`config.mk`:
```
export PLATFORM = sky130hd
export DESIGN_NAME = mem_access_seq_flat
export DESIGN_NICKNAME = d
export VERILOG_FILES = /design/src/rtl/mem_access_seq_if.sv /design/src/rtl/mem_access_seq.sv /design/src/flat_wrapper.sv
export SDC_FILE = /design/constraint.sdc
export NUM_CORES = 1
export LEC_CHECK = 0
export ABC_CLOCK_PERIOD_IN_PS = 4700
export CORE_ASPECT_RATIO = 1.4
export CORE_MARGIN = 1.5
export CORE_UTILIZATION = 30
export CTS_CLUSTER_SIZE = 30
export DETAILED_ROUTE_END_ITERATION = 6
export GPL_TIMING_DRIVEN = 0
export PLACE_DENSITY = 0.61
export SLEW_MARGIN = 20
export SYNTH_ARGS = -nofsm -noshare
export SYNTH_HDL_FRONTEND = slang
export SYNTH_SLANG_ARGS = --single-unit
```
`constraint.sdc`:
```
create_clock -name clk -period 4.7 [get_ports clk]
set_clock_uncertainty 0.2 [all_clocks]
set_input_delay 0.94 -clock clk [delete_from_list [all_inputs] [get_ports clk]]
set_output_delay 0.94 -clock clk [all_outputs]
set_load 0.03 [all_outputs]
```
`src/rtl/mem_access_seq_if.sv`:
```
// mem_access_seq_if
// Bundles the request handshake, the word-aligned memory port and the
// completion/result signals of the load/store sequencer.
//   master : sequencer view (takes requests, drives the memory port)
//   slave  : environment view (control FSM + memory)
// Signals:
//   req_valid/req_ready/req_write/req_funct3/req_addr/req_wdata : request
//   mem_addr/mem_read/mem_write/mem_byte_enable/mem_wdata        : beat out
//   mem_rdata/mem_resp                                           : beat in
//   done/rdata/fault/fault_cause                                 : result
interface mem_access_seq_if #(
  parameter int XLEN = 32
);
  localparam int B = XLEN / 8;

  logic            req_valid;
  logic            req_ready;
  logic            req_write;
  logic [2:0]      req_funct3;
  logic [XLEN-1:0] req_addr;
  logic [XLEN-1:0] req_wdata;
  logic [XLEN-1:0] mem_addr;
  logic            mem_read;
  logic            mem_write;
  logic [B-1:0]    mem_byte_enable;
  logic [XLEN-1:0] mem_wdata;
  logic [XLEN-1:0] mem_rdata;
  logic            mem_resp;
  logic            done;
  logic [XLEN-1:0] rdata;
  logic            fault;
  logic [1:0]      fault_cause;

  modport master (
    input  req_valid, req_write, req_funct3, req_addr, req_wdata,
           mem_rdata, mem_resp,
    output req_ready, mem_addr, mem_read, mem_write, mem_byte_enable,
           mem_wdata, done, rdata, fault, fault_cause
  );

  modport slave (
    output req_valid, req_write, req_funct3, req_addr, req_wdata,
           mem_rdata, mem_resp,
    input  req_ready, mem_addr, mem_read, mem_write, mem_byte_enable,
           mem_wdata, done, rdata, fault, fault_cause
  );
endinterface

```
`src/rtl/mem_access_seq.sv`:
```
// mem_access_seq
// Load/store sequencer for the multicycle RV32I/RV64I datapath. Takes one
// request, issues one or two word-aligned beats (two when the access crosses
// a word boundary), extends load data and reports faults for illegal funct3,
// disallowed misalignment and beat timeout.
// Ports:
//   clk  : clock
//   rst  : asynchronous active-high reset
//   bus  : mem_access_seq_if.master (request, memory port, result)
module mem_access_seq #(
  parameter int XLEN             = 32,
  parameter int TIMEOUT          = 255,
  parameter int ALLOW_MISALIGNED = 1
) (
  input  logic                clk,
  input  logic                rst,
  mem_access_seq_if.master    bus
);
  localparam int B     = XLEN / 8;
  localparam int OFF_W = $clog2(B);
  localparam int MW    = 2 * B;
  localparam int CNT_W = (TIMEOUT > 0) ? $clog2(TIMEOUT + 1) : 1;
  localparam logic [CNT_W-1:0] CNT_LAST = (TIMEOUT > 0) ? CNT_W'(TIMEOUT - 1) : '0;

  typedef enum logic [1:0] {IDLE, BEAT0, BEAT1, RESP} state_t;

  state_t            state, state_nx;
  logic [CNT_W-1:0]  cnt;
  logic [1:0]        cause;
  logic [XLEN-1:0]   rdata_p2;

  logic              write_p0;
  logic [2:0]        f3_p0;
  logic [XLEN-1:0]   addr_p0;
  logic [XLEN-1:0]   wdata_p0;
  logic [XLEN-1:0]   lo_p1;

  logic              accept, req_legal, req_cross, cross_p0;
  logic              in_beat, timeout_hit;
  logic [3:0]        req_size, size_p0;
  logic [OFF_W-1:0]  req_off, off_p0;
  logic [MW-1:0]     mask_p0;
  logic [XLEN-1:0]   base_addr, lo_src;

  function automatic logic [3:0] size_of(input logic [2:0] f3);
    return 4'd1 << f3[1:0];
  endfunction

  function automatic logic f3_legal(input logic wr, input logic [2:0] f3);
    case (f3)
      3'b000, 3'b001, 3'b010: return 1'b1;
      3'b011:                 return (XLEN == 64);
      3'b100, 3'b101:         return !wr;
      3'b110:                 return !wr && (XLEN == 64);
      default:                return 1'b0;
    endcase
  endfunction

  function automatic logic crosses(input logic [OFF_W-1:0] off, input logic [3:0] size);
    return (int'(off) + int'(size)) > B;
  endfunction

  // {hi, lo} is shifted down so the addressed byte lands in lane 0.
  function automatic logic [XLEN-1:0] load_extend(input logic [2*XLEN-1:0] pair,
                                                  input logic [OFF_W-1:0]  off,
                                                  input logic [2:0]        f3);
    logic [2*XLEN-1:0] sh;
    logic [XLEN-1:0]   w;
    logic signed [7:0]  b_s;
    logic signed [15:0] h_s;
    logic signed [31:0] w_s;
    sh  = pair >> {off, 3'b000};
    w   = sh[XLEN-1:0];
    b_s = w[7:0];
    h_s = w[15:0];
    w_s = w[31:0];
    case (f3)
      3'b000:  load_extend = XLEN'(b_s);
      3'b001:  load_extend = XLEN'(h_s);
      3'b010:  load_extend = XLEN'(w_s);
      3'b100:  load_extend = XLEN'(w[7:0]);
      3'b101:  load_extend = XLEN'(w[15:0]);
      3'b110:  load_extend = XLEN'(w[31:0]);
      default: load_extend = w;
    endcase
  endfunction

  always_comb begin
    accept      = (state == IDLE) && bus.req_valid;
    req_size    = size_of(bus.req_funct3);
    req_off     = bus.req_addr[OFF_W-1:0];
    req_legal   = f3_legal(bus.req_write, bus.req_funct3);
    req_cross   = crosses(req_off, req_size);
    size_p0     = size_of(f3_p0);
    off_p0      = addr_p0[OFF_W-1:0];
    cross_p0    = crosses(off_p0, size_p0);
    mask_p0     = (MW'(1) << size_p0) - MW'(1);
    base_addr   = {addr_p0[XLEN-1:OFF_W], {OFF_W{1'b0}}};
    in_beat     = (state == BEAT0) || (state == BEAT1);
    // A response arriving in the final count cycle wins over the timeout.
    timeout_hit = (TIMEOUT > 0) && in_beat && !bus.mem_resp && (cnt == CNT_LAST);
    lo_src      = (state == BEAT0) ? bus.mem_rdata : lo_p1;
  end

  always_comb begin
    state_nx = state;
    case (state)
      IDLE: begin
        if (accept) begin
          if (!req_legal || (req_cross && (ALLOW_MISALIGNED == 0))) state_nx = RESP;
          else                                                       state_nx = BEAT0;
        end
      end
      BEAT0: begin
        if (bus.mem_resp)     state_nx = cross_p0 ? BEAT1 : RESP;
        else if (timeout_hit) state_nx = RESP;
      end
      BEAT1: begin
        if (bus.mem_resp || timeout_hit) state_nx = RESP;
      end
      default: state_nx = IDLE;
    endcase
  end

  // Memory port is purely a function of state, so reset drops it at once.
  always_comb begin
    bus.req_ready       = (state == IDLE);
    bus.mem_read        = in_beat && !write_p0;
    bus.mem_write       = in_beat && write_p0;
    bus.mem_addr        = '0;
    bus.mem_byte_enable = '0;
    bus.mem_wdata       = '0;
    case (state)
      BEAT0: begin
        bus.mem_addr        = base_addr;
        bus.mem_byte_enable = B'(mask_p0 << off_p0);
        bus.mem_wdata       = wdata_p0 << {off_p0, 3'b000};
      end
      BEAT1: begin
        bus.mem_addr        = base_addr + XLEN'(B);
        bus.mem_byte_enable = B'(mask_p0 >> (B - int'(off_p0)));
        bus.mem_wdata       = wdata_p0 >> (8 * (B - int'(off_p0)));
      end
      default: ;
    endcase
    bus.done        = (state == RESP);
    bus.fault       = (state == RESP) && (cause != 2'd0);
    bus.fault_cause = cause;
    bus.rdata       = rdata_p2;
  end

  always_ff @(posedge clk or posedge rst) begin
    if (rst) begin
      state    <= IDLE;
      cnt      <= '0;
      cause    <= 2'd0;
      rdata_p2 <= '0;
    end else begin
      state <= state_nx;
      if ((state_nx == BEAT0 || state_nx == BEAT1) && (state_nx != state))
        cnt <= '0;
      else if (in_beat && !bus.mem_resp)
        cnt <= cnt + CNT_W'(1);

      if (accept) begin
        rdata_p2 <= '0;
        if (!req_legal)                                     cause <= 2'd3;
        else if (req_cross && (ALLOW_MISALIGNED == 0))      cause <= 2'd1;
        else                                                cause <= 2'd0;
      end else if (timeout_hit) begin
        cause <= 2'd2;
      end

      if (in_beat && bus.mem_resp && (state_nx == RESP) && !write_p0)
        rdata_p2 <= load_extend({bus.mem_rdata, lo_src}, off_p0, f3_p0);
    end
  end

  // Stage p0: request latch; stage p1: low beat read data.
  always_ff @(posedge clk) begin
    if (accept) begin
      write_p0 <= bus.req_write;
      f3_p0    <= bus.req_funct3;
      addr_p0  <= bus.req_addr;
      wdata_p0 <= bus.req_wdata;
    end
    if ((state == BEAT0) && bus.mem_resp)
      lo_p1 <= bus.mem_rdata;
  end
endmodule

```
`src/flat_wrapper.sv`:
```
// flat-port wrapper written by rule: the top's interface ports become plain ports
module mem_access_seq_flat 
#(
  parameter int XLEN             = 32,
  parameter int TIMEOUT          = 255,
  parameter int ALLOW_MISALIGNED = 1
)
  (clk, rst, bus_req_valid, bus_req_write, bus_req_funct3, bus_req_addr, bus_req_wdata, bus_mem_rdata, bus_mem_resp, bus_req_ready, bus_mem_addr, bus_mem_read, bus_mem_write, bus_mem_byte_enable, bus_mem_wdata, bus_done, bus_rdata, bus_fault, bus_fault_cause);
  mem_access_seq_if #(.XLEN(XLEN)) bus_i ();
  input  logic clk;
  input  logic rst;
  input wire logic [$bits(bus_i.req_valid)-1:0] bus_req_valid;
  input wire logic [$bits(bus_i.req_write)-1:0] bus_req_write;
  input wire logic [$bits(bus_i.req_funct3)-1:0] bus_req_funct3;
  input wire logic [$bits(bus_i.req_addr)-1:0] bus_req_addr;
  input wire logic [$bits(bus_i.req_wdata)-1:0] bus_req_wdata;
  input wire logic [$bits(bus_i.mem_rdata)-1:0] bus_mem_rdata;
  input wire logic [$bits(bus_i.mem_resp)-1:0] bus_mem_resp;
  output wire logic [$bits(bus_i.req_ready)-1:0] bus_req_ready;
  output wire logic [$bits(bus_i.mem_addr)-1:0] bus_mem_addr;
  output wire logic [$bits(bus_i.mem_read)-1:0] bus_mem_read;
  output wire logic [$bits(bus_i.mem_write)-1:0] bus_mem_write;
  output wire logic [$bits(bus_i.mem_byte_enable)-1:0] bus_mem_byte_enable;
  output wire logic [$bits(bus_i.mem_wdata)-1:0] bus_mem_wdata;
  output wire logic [$bits(bus_i.done)-1:0] bus_done;
  output wire logic [$bits(bus_i.rdata)-1:0] bus_rdata;
  output wire logic [$bits(bus_i.fault)-1:0] bus_fault;
  output wire logic [$bits(bus_i.fault_cause)-1:0] bus_fault_cause;
  assign bus_i.req_valid = bus_req_valid;
  assign bus_i.req_write = bus_req_write;
  assign bus_i.req_funct3 = bus_req_funct3;
  assign bus_i.req_addr = bus_req_addr;
  assign bus_i.req_wdata = bus_req_wdata;
  assign bus_i.mem_rdata = bus_mem_rdata;
  assign bus_i.mem_resp = bus_mem_resp;
  assign bus_req_ready = bus_i.req_ready;
  assign bus_mem_addr = bus_i.mem_addr;
  assign bus_mem_read = bus_i.mem_read;
  assign bus_mem_write = bus_i.mem_write;
  assign bus_mem_byte_enable = bus_i.mem_byte_enable;
  assign bus_mem_wdata = bus_i.mem_wdata;
  assign bus_done = bus_i.done;
  assign bus_rdata = bus_i.rdata;
  assign bus_fault = bus_i.fault;
  assign bus_fault_cause = bus_i.fault_cause;
  mem_access_seq #(.XLEN(XLEN), .TIMEOUT(TIMEOUT), .ALLOW_MISALIGNED(ALLOW_MISALIGNED)) u_core (.clk(clk), .rst(rst), .bus(bus_i));
endmodule
```
; ---- After elaboration in Yosys (flattened, before gate mapping)
; Cells that the tools add are included.
[totals]
regBits = 144
input_bits = 104
output_inout_bits = 107
elab_cells = 83
[op_classes]
add_sub_neg = 5
n_lt_le_gt_ge = 1
eq_ne = 15
shift = 7
muxes = 20
n_reduce_logical = 26
[op_table]
columns = operator, count
row1 = one-hot mux 32 bit (2 select lines), 2
row2 = one-hot mux 32 bit (4 select lines), 1
row3 = two-way mux 32 bit, 3
row4 = >> shifter 64 x 5 -> 32 bit, 1
row5 = "adder 32 x 3 -> 32 bit, second input constant", 1
row6 = "greater-than comparator 32 x 4 -> 1 bit, second input constant", 1
row7 = << shifter 32 x 5 -> 32 bit, 1
row8 = >> shifter 32 x 32 -> 32 bit, 1
row9 = >> shifter 8 x 32 -> 4 bit, 1
row10 = two-way mux 2 bit, 8
row11 = two-way mux 8 bit, 2
row12 = "equality test 3 bit, second input constant", 4
row13 = logical AND 1 bit, 11
row14 = "adder 8 x 1 -> 8 bit, second input constant", 1
row15 = "equality test 2 bit, second input constant", 4
row16 = "equality test 8 bit, second input constant", 1
row17 = one-hot mux 4 bit (2 select lines), 1
row18 = nonzero test 2 bit, 4
row19 = "<< shifter 1 x 4 -> 8 bit, first input constant", 1
row20 = << shifter 8 x 2 -> 4 bit, 1
row21 = "subtractor 8 x 2 -> 8 bit, second input constant", 1
row22 = "equality test 3 x 1 -> 1 bit, second input constant", 2
row23 = zero test 3 bit, 2
row24 = one-hot mux 2 bit (3 select lines), 1
row25 = 13 further kinds, 18

; ---- Longest topological paths before layout
; Gate-level depths: netlist (run 1).
[logic_depth]
depth_word = 11
depth_mapped = 15
ltp_nobuf = 11

; ---- Least setup slack after synthesis (run 1)
; OpenSTA, ideal clock, no wires.
[synth_path]
kind = register to output
from = register u_core.addr_p0[1]
to = output port bus_mem_wdata[0]
arrival_time_ns = 3.222
required_time_ns = 3.560
path_slack_ns = 0.338
stages_incl_launch_ff = 11
n_path_buf = 3
cell_sequence = edfxtp_1 > clkbuf_1 > inv_2 > clkbuf_1 > ha_1 > nor3b_2 > nor2_1 > nor2_1 > buf_2 > a22oi_1 > a21boi_0
[synth_between]
elab_chain_cells = 3
elab_cells_between_ends = 4
classes_between = add/sub: 1 / shift: 2 / mux: 1
[synth_lines]
columns = element, line_no
row1 = from (decl), mem_access_seq.sv:34  ; logic [XLEN-1:0] addr_p0;
row2 = from (signal assigned), mem_access_seq.sv:184  ; addr_p0 <= bus.req_addr;
row3 = subtractor 3 x 2 -> 4 bit, mem_access_seq.sv:142  ; bus.mem_wdata = wdata_p0 >> (8 * (B - int'(off_p0)));
row4 = >> shifter 32 x 32 -> 32 bit, mem_access_seq.sv:142
row5 = one-hot mux 32 bit (2 select lines) *, mem_access_seq.sv:133  ; case (state)
row6 = to (decl), flat_wrapper.sv:24  ; output wire logic [$bits(bus_i.mem_wdata)-1:0] bus_mem_wdata;
; Every way passes the cells marked *; elsewhere a longest branch is shown, timed or not.

; ---- Final worst setup path (run 1)
[layout_path]
from = register u_core.addr_p0[0]
to = output port bus_mem_wdata[7]
; Same word-level chain as after synthesis.

==> results.txt, run 1 <==
- The flow ran to the end, and the final reports show no timing, DRC or antenna violations.
- Critical path class: flop to output pin
- CP Data Arrival Time: 3.41 ns
- Counting the fill cells in the layout gives 2796.
- In this run the vertical extent of the chip is 203 µm.
- P&R area growth vs syn: 37.8%
* Vias: 7860
- In this run the remaining antenna-violating nets after routing total 0.
- Number of enable-type register cells in the synthesized netlist: 100
- Final core utilization: 0.418
- Fraction of layout cells with a size suffix above 1: 0.110
- Number of placed instances, taps included: 1412
- Highest net fanout along the worst path: 10
* Total power per unit cell area: 592 nW/µm²
- The first detailed-routing pass took 5 iterations.
* Crit. End Element: output pin
- Cell chosen for the clock root: clkbuf_16
- Via count of the first global-routing pass: 7729
* Final-stage net count: 1172
- After synthesis, the share of flip-flops with an asynchronous set or reset is 0.306.
- Across the run, the number of max-cap violations was 0.
- Final weighted congestion in routability-driven placement: 0.859
- Sort of element at the start of the critical path: flop
- Pin count of the biggest net entering global routing: 57
* Final setup viols: 0
* Cells after Synth: 825
- Counting every sink on the clock net gives 144.
- At the pin with the least slew margin, the transition time is 0.817 ns.
- Synth cell count leaders: edfxtp_1 (100), o21ai_0 (79), nand2_1 (67)
* Final Slew Violations: 0
* H-tree lvl count: 4
* Share of the cycle needed by the critical path after routing: 0.968
- Hold depth: 2
- Buffer levels on the longest clock path: 2
- Drt initial violations: 672
* GRT Total Usage: 0.200
* Number of hold-slack violations in the final timing report: 0
- Synth top area cells: edfxtp_1 (35%), dfrtp_1 (13%), mux2i_1 (4.9%)
- The floorplan has 73 rows.
- Global-route congestion overflow total: 0
- The initial utilization of the core area, before any placement, comes to 0.303.
* Register area share after synthesis: 0.478
- During synthesis, Yosys emitted a total of 0 warnings.
- Required time at the endpoint of the critical path: 3.56 ns
* Routed length per placed instance: 20.8 µm
- After legalization and detailed placement, the total HPWL measured 22800 µm.
- Ratio of routed vias to standard cells: 5.44
- For this run, design rule violations remaining after detail routing come to 0.
* Dominant cell by count in the synthesized netlist: edfxtp_1
- The die covers 29700 µm².
- The die is 146 µm wide.
- Clock-pin slew of the registers on the worst-case setup and hold paths: 0.07 ns
- Timing would allow up to 220 MHz.
* Most used flip-flop cell after synthesis: edfxtp_1
* Clock buffers created by TritonCTS: 17
- Of the post-synthesis cell area, the dominant cell type holds 0.349.
* Worst slack on hold paths: 0.310 ns
* Accumulated negative setup slack: 0 ns
* Tightest slew margin relative to the limit: 0.455
- The count of cells in the finished layout, fillers not included, comes to 1444.
- In this run the static leakage power is 4.51 nW.
- The first global-routing pass estimated 45400 µm of wire.
* Synth unique cells: 60
* CTS tree: built
* Post-Syn Area per Cell: 10.4 µm²
- Final WL: 30000 µm
* Cell count of the worst reg-to-reg path: 14
- Top-level I/O count: 211
- The later pin in the worst-skew pair is clocked with a latency of 0.43 ns.
- Flip-flop and latch count after synthesis: 144
* Post-synthesis instance area: 8590 µm²
* Antenna violations before repair: 1
- The path class of the tightest hold or removal check is flop to flop.
* Cts hold-fix bufs: 0
* Count of input and output buffers: 208
* Area of the core: 28300 µm²
* Post-layout min period: 4.55 ns
- Cell type with the largest total area after synthesis: edfxtp_1
- Post-route total power: 7.01 mW
* Maximum vdd drop: 309 µV
==> worst max-delay path, stage by stage, from the launching register on <==
cell and delay (ns):
edfxtp_1 0.35, buf_2 0.23, buf_4 0.25, clkinvlp_4 0.22
ha_2 0.39, nor3b_4 0.24, nor2_1 0.11, nor2_4 0.18
clkbuf_4 0.26, a22oi_1 0.11, a21boi_1 0.27, clkdlybuf4s15_2 0.35
==> report_power, final <==
group | switching, mW | internal [mW] | leakage, nW
combinational | 2.34 | 1.43 | 2.69
clock | 0.585 | 0.768 | 0.291
sequential | 0.213 | 1.67 | 1.53
total | 3.13 | 3.88 | 4.51
==> cells by family (layout without fill, tap and decap cells) <==
group,Yosys count,in the layout,share of synthesized area
DFF,144,144,0.478
AOI/OAI and AO/OA,282,282,0.223
adders and majority gates,13,13,0.0198
buffers and inverters,85,327,0.0419
and+or+nand+nor,226,226,0.136
xor gates and xnor gates,10,10,0.0102
other,1,3,0.000436
muxes,64,64,0.0909
==> flip-flops by register name, summed over array words and instances, names as in the netlist <==
signal and count:
u_core.addr_p0 32, u_core.bus.fault_cause 2, u_core.bus.rdata 32, u_core.cnt 8
u_core.f3_p0 3, u_core.lo_p1 32, u_core.state 2, u_core.wdata_p0 32
u_core.write_p0 1
==> metrics by stage <==
step                worst slack, ns  cell area (µm²)
floorplan                     0.338             8600
global placement              -1.21            11100
detailed placement            -1.21            11200
CTS                        0.000570            11800
global route               -0.00136            11800
finish                        0.151            11800
==> cell usage in the layout (no fill, tap or decap), types with 13 or more instances in the layout <==
master,n
a31oi_1,13
nand4_1,15
a22o_1,16
a211oi_1,17
clkdlybuf4s50_1,170
mux2i_1,42
clkbuf_1,32
o21ai_0,79
nor2_1,33
dfrtp_1,44
edfxtp_1,100
nor2b_1,37
nand3_1,20
a22oi_1,32
inv_1,14
nor3_1,16
clkbuf_16,18
clkbuf_2,20
nand2_1,67
a221o_1,24
a21oi_1,41
a21boi_0,15
==> final cells by class <==
| cell class | instances | area [µm²] | share of cell area |
|---|---|---|---|
| diodes | 1 | 2.50 | 0.000211 |
| plain buffers | 63 | 312 | 0.0263 |
| clock buffers | 18 | 450 | 0.0380 |
| clock inverters | 14 | 126 | 0.0107 |
| inverters | 18 | 76.3 | 0.00644 |
| multi-input cells | 597 | 4170 | 0.352 |
| flip-flops and latches | 144 | 4100 | 0.347 |
| well taps | 375 | 469 | 0.0396 |
| repair buffers | 214 | 2140 | 0.181 |
==> worst paths after layout <==
check,to,slack (ns),start
max,bus_mem_wdata[7],0.15,u_core.addr_p0[0]
min,u_core.bus.rdata[0],0.31,u_core.bus.rdata[0]
max reg2reg,u_core.bus.rdata[18],0.36,u_core.f3_p0[0]
min reg2reg,u_core.bus.rdata[0],0.31,u_core.bus.rdata[0]
max in group asynchronous,u_core.bus.rdata[17],3.29,rst
min in group asynchronous,u_core.bus.fault_cause[0],0.56,rst
==> metal layers <==
metal	track usage	up-vias	wire length (µm)	share of wire
met5	0	-	0	0
met4	0.0978	0	1150	0.038
met3	0.0360	69	1420	0.047
met2	0.347	314	15300	0.51
met1	0.239	3832	12100	0.40
li1	-	3645	-	-
==> what timing repair did <==
| action | in CTS | in global routing |
|---|---|---|
| gates resized for setup | 66 | 54 |
| endpoints found under the hold margin | 0 | 0 |
| setup buffers | 2 | 1 |
| setup endpoints to repair | 78 | 50 |
| pin swaps | 1 | 1 |
(Power assumes the default switching activity.)
==> run 2, diff against run 1 <==
ABC_AREA = 1   (was unset)
TNS_END_PERCENT = 1   (was unset)
==> results.txt, run 2 <==
- The endpoint identified for the worst register-to-register timing path is u_core.bus.rdata[24].
* Final weighted congestion in routability-driven placement: 0.907
* Highest net fanout along the worst path: 10
- H-tree lvl count: 4
- The detail route stage leaves a number of antenna-violating nets equal to 0.
- Critical path class: flop to output pin
* Number of enable-type register cells in the synthesized netlist: 100
- Most used flip-flop cell after synthesis: edfxtp_1
- Averaged over all synthesized cells, the footprint is 7.72 µm².
* Crit path from: u_core.state[1]
- Across all setup checks in the final design, the least slack found is 0.167 ns.
- Antenna violations before repair: 3
- For this run, the top clock speed supported by timing is 221 MHz.
* Most common cell type on the critical path: buf_2
- Post-layout min period: 4.53 ns
- Leading cell types in the layout, fill and taps excluded: nand2_1 (343), clkdlybuf4s50_1 (182), o21ai_0 (128)
* Fraction of layout cells with a size suffix above 1: 0.0723
- Post-place instance area: 11600 µm²
- Effective utilization at floorplan: 0.304
- Vias: 9319
- STA puts the critical path data required time at 3.56 ns.
* Dominant cell by count in the synthesized netlist: nand2_1
- Routed length per placed instance: 18.9 µm
- Cell type with the largest total area after synthesis: edfxtp_1
- The sequential cells in the finished layout cover a total of 4100 µm².
- The tree built by TritonCTS fans out to 144 sinks.
- Maximum vdd drop: 311 µV
- Synth warn: 0
- The final-report max-slew violation count is 0.
- Measured along the y axis, the die boundary spans 208 µm.
- Total power per unit cell area: 589 nW/µm²
- Setup violations remaining at the end of the flow were counted as 0.
- Max-cap violations in this run came to 0.
* Total met3 wirelength after detailed routing: 2020 µm
* Worst slack on hold paths: 0.279 ns
- X dimension of the die: 150 µm
- In this run, synthesis produced a sequential element count of 144.
- After synthesis, the cell types taking the most area are edfxtp_1 (33%), nand2_1 (14%), dfrtp_1 (12%).
- Clock-pin slew was measured on the worst setup and hold paths at 0.06 ns.
- Synth unique cells: 52
- Cells after Synth: 1169
- Number of hold-slack violations in the final timing report: 0
- Following the worst setup path forward leads to its endpoint at bus_mem_addr[12].
- Cell count of the worst reg-to-reg path: 19
- Ratio of routed vias to standard cells: 5.19
- The via count of the first global-routing pass is 9129.
* CTS tree: built
* Clock latency on the worst-skew pair: 0.44 ns
- Share of the synthesized area in the top cell type: 0.333
* Cell chosen for the clock root: clkbuf_16
- Entering global routing, the biggest net connects 41 pins.
- Buffer levels on the longest clock path: 2
- Fill cells in the final layout number 3037.
* Transition time at the pin with the least slew margin: 0.761 ns
* Cell-by-cell trace of the critical path: inv_1 > ha_1 > buf_4 > buf_2 > buf_2 > clkbuf_4 > a21oi_1 > nor3_1 > clkdlybuf4s50_1
- Once layout is done, the placed cells without fillers occupy 12300 µm².
- For flop-to-flop paths, the worst setup slack is 0.52 ns.
- Unrepaired setup endpoints after global routing: no
- Relative to the synthesized area, the layout overhead comes to 36.1%.
- The first routing iteration left 784 violations.
* Final WL: 33900 µm
- The detailed router put a total of 13500 µm of wire on met1.
- The first global-routing pass estimated 52300 µm of wire.
- For this run, the total global-route usage over all layers was measured as 0.222.
- Most common cell after layout, fill and taps aside: nand2_1
- Class of the most critical hold timing path: flop to flop
* Placement Rows: 75
- Post-synthesis instance area: 9030 µm²
* Accumulated negative setup slack: 0 ns
- Measured against its own limit, the worst slew margin works out to 0.492.
- Top-level I/O count: 211
- Static Leak: 5.51 nW
- In the finished design, the share of the clock period the worst path needs comes to 0.964.
* Die ar.: 31200 µm²
* Synth cell count leaders: nand2_1 (344), o21ai_0 (129), inv_1 (124)
- For this run, the detailed router's first-pass iteration total came to 6.
- In the final design database the tool counted 1514 nets.
- On the critical path, the stage with the largest delay is an instance of clkdlybuf4s50_1.
- The routed design uses 16700 µm of met2 wire.
* CP Data Arrival Time: 3.39 ns
- The number of clock buffers added by TritonCTS is 17.
* Count of input and output buffers: 208
- After synthesis, the share of flip-flops with an asynchronous set or reset is 0.306.
* Uppermost layer routed: met5
* Crit. End Element: output pin
* Post-route DRC violation count: 0
* Launching point of the worst reg2reg path: u_core.f3_p0[1]
- In this design, the stage delay of the slowest critical-path cell is 0.74 ns.
- Sort of element at the start of the critical path: flop
* Run status: finished clean
* Post-placement worst setup slack: -0.227 ns
* Global-route congestion overflow total: 0
- Area of the core: 29700 µm²
- The HPWL after detailed placement is 26100 µm.
- Register area share after synthesis: 0.455
- Summing all multi-input logic gate instances after layout gives 4130 µm².
## run 2: cell types whose count changed after synthesis, sizes merged, moves of 17 or more
cell	previous run	this run
a221o	24	0
a21oi	41	70
a22oi	32	2
nand2	67	346
nor2	35	57
clkbuf	45	26
nor2b	37	0
o21ai	79	131
mux2i	42	4
a21boi	19	2
inv	18	129
nand3	20	78
o211ai	1	19
buf	22	41
## run 2: layer usage
metal | vias to the layer above | global-route usage
met4 | 4 | 0.118
li1 | 4426 | -
met2 | 405 | 0.379
met5 | - | 0
met1 | 4388 | 0.262
met3 | 96 | 0.0382
## run 2: area by class of cell
cell class | count | area share
Antenna cell | 1 | 0.000204
Buffer | 63 | 0.0252
Clock buffer | 22 | 0.0412
Clock inverter | 10 | 0.00560
Inverter | 131 | 0.0408
Multi-Input combinational cell | 828 | 0.336
Sequential cell | 144 | 0.334
Tap cell | 385 | 0.0392
Timing Repair Buffer | 212 | 0.178
## run 2: how the worst min path moves through the flow
| stage | cells past startpoint | startpoint | endpoint |
|---|---|---|---|
| final | 1 | u_core.bus.rdata[12] | u_core.bus.rdata[12] |
| after global routing | 1 | u_core.bus.rdata[12] | u_core.bus.rdata[12] |
| after CTS | 1 | u_core.bus.rdata[12] | u_core.bus.rdata[12] |
| after detailed placement | 1 | u_core.bus.rdata[12] | u_core.bus.rdata[12] |
| after global placement | 2 | u_core.bus.rdata[29] | u_core.bus.rdata[29] |
| after floorplan | 2 | u_core.cnt[7] | u_core.cnt[7] |
## run 2: power by group
part	switching, mW	total (mW)	internal [mW]
clock	0.575	1.34	0.769
sequential	0.212	1.92	1.70
combinational	2.67	3.98	1.30
total	3.46	7.23	3.77
## run 2: cells by family (layout without fill, tap and decap cells)
logic type,after synthesis,count (layout),share of synthesized area
DFF,144,144,0.455
adders and majority gates,13,13,0.0188
xor gates and xnor gates,8,8,0.00776
other,1,3,0.000415
buffers and inverters,198,438,0.0895
AOI/OAI and AO/OA,272,272,0.179
and+or+nand+nor,529,529,0.245
muxes,4,4,0.00443
## run 2: worst max-delay path: cells and delay by family (launching register included)
family | cells | cell delay [ns]
AND/OR/NAND/NOR | 1 | 0.31
buffers and inverters | 6 | 1.96
AO/OA/AOI/OAI | 1 | 0.06
adder cells (fa/ha/maj) | 1 | 0.16
flip-flops | 1 | 0.45
## run 2: per-stage QoR
step	std cells	power, mW	utilization
3_5_place_dp	1765	5.90	0.392
6_report	1796	7.23	0.413
2_1_floorplan	1170	4.27	-
5_1_grt	1796	7.65	0.413
3_3_place_gp	1763	5.87	0.390
4_1_cts	1796	7.26	0.411
## run 2: what timing repair did
action                                  4_1_cts  5_1_grt
hold endpoints to repair                      0        0
cloned                                        0        0
buffers inserted                              2        0
endpoints found under the setup margin       45       64
hold buffers                                  0        0
resized for setup                            14       26
==> run 3, diff against run 2 <==
SKIP_LAST_GASP = 1   (was unset)
==> results.txt, run 3 (synthesis gave the netlist of run 2 again) <==
* Placement Rows: 75
* Ratio of routed vias to standard cells: 5.19
- H-tree lvl count: 4
- TritonCTS built the clock tree.
* Fin area: 12200 µm²
- Before CTS, the worst setup slack after placement is -0.227 ns.
* Final Slew Violations: 0
- In this run the power spent charging and discharging nets is 3.47 mW.
- Timing would allow up to 207 MHz.
* Number of hold-slack violations in the final timing report: 0
- The critical path in this run is classified as flop to output pin.
* Die height: 208 µm
* Final weighted congestion in routability-driven placement: 0.907
- X dimension of the die: 150 µm
* Final WL: 33800 µm
- Once routing completed, OpenROAD measured the worst setup slack at -0.121 ns.
- Via count of the first global-routing pass: 9119
- The path class of the tightest hold or removal check is flop to flop.
- Highest net fanout along the worst path: 10
- Top-level I/O count: 211
- Entering global routing, the biggest net connects 41 pins.
- Buffers placed on the I/O ports in this run total 208.
- Global routing finished with a remaining overflow of 0.
- CTS Sinks: 144
* Routed length per placed instance: 18.8 µm
* Worst stage delay on the critical path: 0.60 ns
- CP Data Arrival Time: 3.68 ns
* Cell-by-cell trace of the critical path: inv_1 > ha_1 > buf_4 > buf_2 > nand2_1 > clkinv_1 > nand2_1 > o21ai_0 > o21ai_0 > inv_1 > clkdlybuf4s50_1
- In this run the tightest slew margin relative to its limit is 0.496.
- Vias: 9313
* Antenna violations before repair: 3
- Number of max-capacitance violations reported: 0
* Clock latency on the worst-skew pair: 0.45 ns
- For this block, the initial DRC count from the detailed router was 727.
- In this run the critical register-to-register path is launched from u_core.f3_p0[1].
- Switching share of power: 0.478
- The first global-routing pass estimated 52300 µm of wire.
- Adding up every negative setup slack in the final design gives -0.207 ns.
* Source of the worst hold timing path: u_core.bus.rdata[12]
* Total power per unit cell area: 593 nW/µm²
- Clock buffers created by TritonCTS: 17
* Max stage delay cell, worst path: clkdlybuf4s50_1
- Unrepaired setup endpoints after global routing: yes
- Summing all placed instances gives a cell area of 11600 µm².
- Crit. End Element: output pin
- The die covers 31200 µm².
* P&R area growth vs syn: 35.5%
- Grouping stages by cell kind, the critical path spends the most delay in buffers and inverters.
- Buffer levels on the longest clock path: 2
- Share of the cycle needed by the critical path after routing: 1.03
- Summed over all cells, the static leakage comes to 5.11 nW.
- Final ANT Viol Nets: 0
- Dpl hpwl: 26100 µm
- Final setup viols: 5
- The share of total power dissipated in combinational logic is 0.550.
- The worst setup path is launched from a flop.
- Detailed Routing Iterations Pass 1: 6
* GRT Total Usage: 0.222
- Effective utilization at floorplan: 0.304
- Final-stage net count: 1514
- The checks that failed: setup timing.
- At the worst endpoint, the required time is 3.56 ns.
* Fraction of layout cells with a size suffix above 1: 0.0681
- Clock share of power: 0.186
- The internal portion of the total power is 3.79 mW.
- After floorplanning, the core was sized to cover 29700 µm².
* Maximum vdd drop: 312 µV
- Overall power consumption after layout is estimated at 7.25 mW.
- The most critical setup path has its startpoint at u_core.state[1].
- Clock-pin slew of the registers on the worst-case setup and hold paths: 0.06 ns
- Sequential fraction of design power: 0.264
* Run status: complete, but fails checks
* Transition time at the pin with the least slew margin: 0.755 ns
* Cell chosen for the clock root: clkbuf_16
- The smallest clock period supported by the final layout is computed as 4.82 ns.
- Leaving out fill and tap cells, the most frequent cells in the layout are nand2_1 (344), clkdlybuf4s50_1 (207), o21ai_0 (128).
- The library cell used most frequently in the layout, excluding fill and tap cells, is nand2_1.
* Post-route DRC violation count: 0
* Buffer and inverter count on the worst path: 6
run 3: changes by cell type in the layout (fill, tap and decap cells not counted):
cell             before  now
clkbuf_2              5    2
clkinv_1              1    2
dlygate4sd2_1         4    1
clkinv_2              3    2
clkbuf_1             22   23
buf_1                 5    7
nand2_1             343  344
nand2_2               3    2
clkbuf_4              1    0
clkdlybuf4s50_1     182  207
dlymetal6s2s_1       21    0
run 3: final timing paths:
| check | to | slack [ns] | cells after the start |
|---|---|---|---|
| hold / removal | u_core.bus.rdata[12] | 0.28 | 1 |
| hold reg to reg | u_core.bus.rdata[12] | 0.28 | 1 |
| setup / recovery | bus_mem_wdata[29] | -0.12 | 11 |
| min in group asynchronous | u_core.bus.rdata[5] | 0.65 | 2 |
| setup reg to reg | u_core.bus.rdata[24] | 0.51 | 19 |
| max in group asynchronous | u_core.bus.rdata[20] | 3.12 | 3 |
run 3: stage by stage:
stage               hold WS, ns  utilization  instances
finish                    0.279        0.411       1796
CTS                       0.284        0.411       1796
global placement          0.269        0.390       1763
global route              0.293        0.411       1796
floorplan                 0.334            -       1170
detailed placement        0.270        0.392       1765
run 3: per-layer routing:
metal,vias up,GRT usage,share of wire
li1,4424,-,-
met1,4391,0.262,0.40
met2,402,0.379,0.49
met3,92,0.0382,0.062
met4,4,0.118,0.048
met5,-,0,0.00077
run 3: what timing repair did:
item                                    4_1_cts  5_1_grt
setup buffers                                 2        0
endpoints found under the setup margin       45       81
hold endpoints to repair                      0        0
hold buffers                                  0        0
gates resized for setup                       6        2
run 3: layout make-up:
class	count	area (µm²)
multi-input cells	828	4130
repair buffers	212	2140
clock inverters	10	68.8
diodes	1	2.50
fillers	3034	17500
well taps	385	482
inverters	131	500
clock buffers	22	507
plain buffers	63	304
flip-flops and latches	144	4100
run 3: power by group through the flow:
stage | Sequential, mW | Clock (mW) | Combinational (mW)
6_report | 1.91 | 1.35 | 3.99
5_1_grt | 1.95 | 1.41 | 4.30
4_1_cts | 1.91 | 1.37 | 3.99
3_5_place_dp | 1.94 | 0 | 3.96
3_3_place_gp | 1.95 | 0 | 3.92
2_1_floorplan | 2.10 | 0 | 2.17
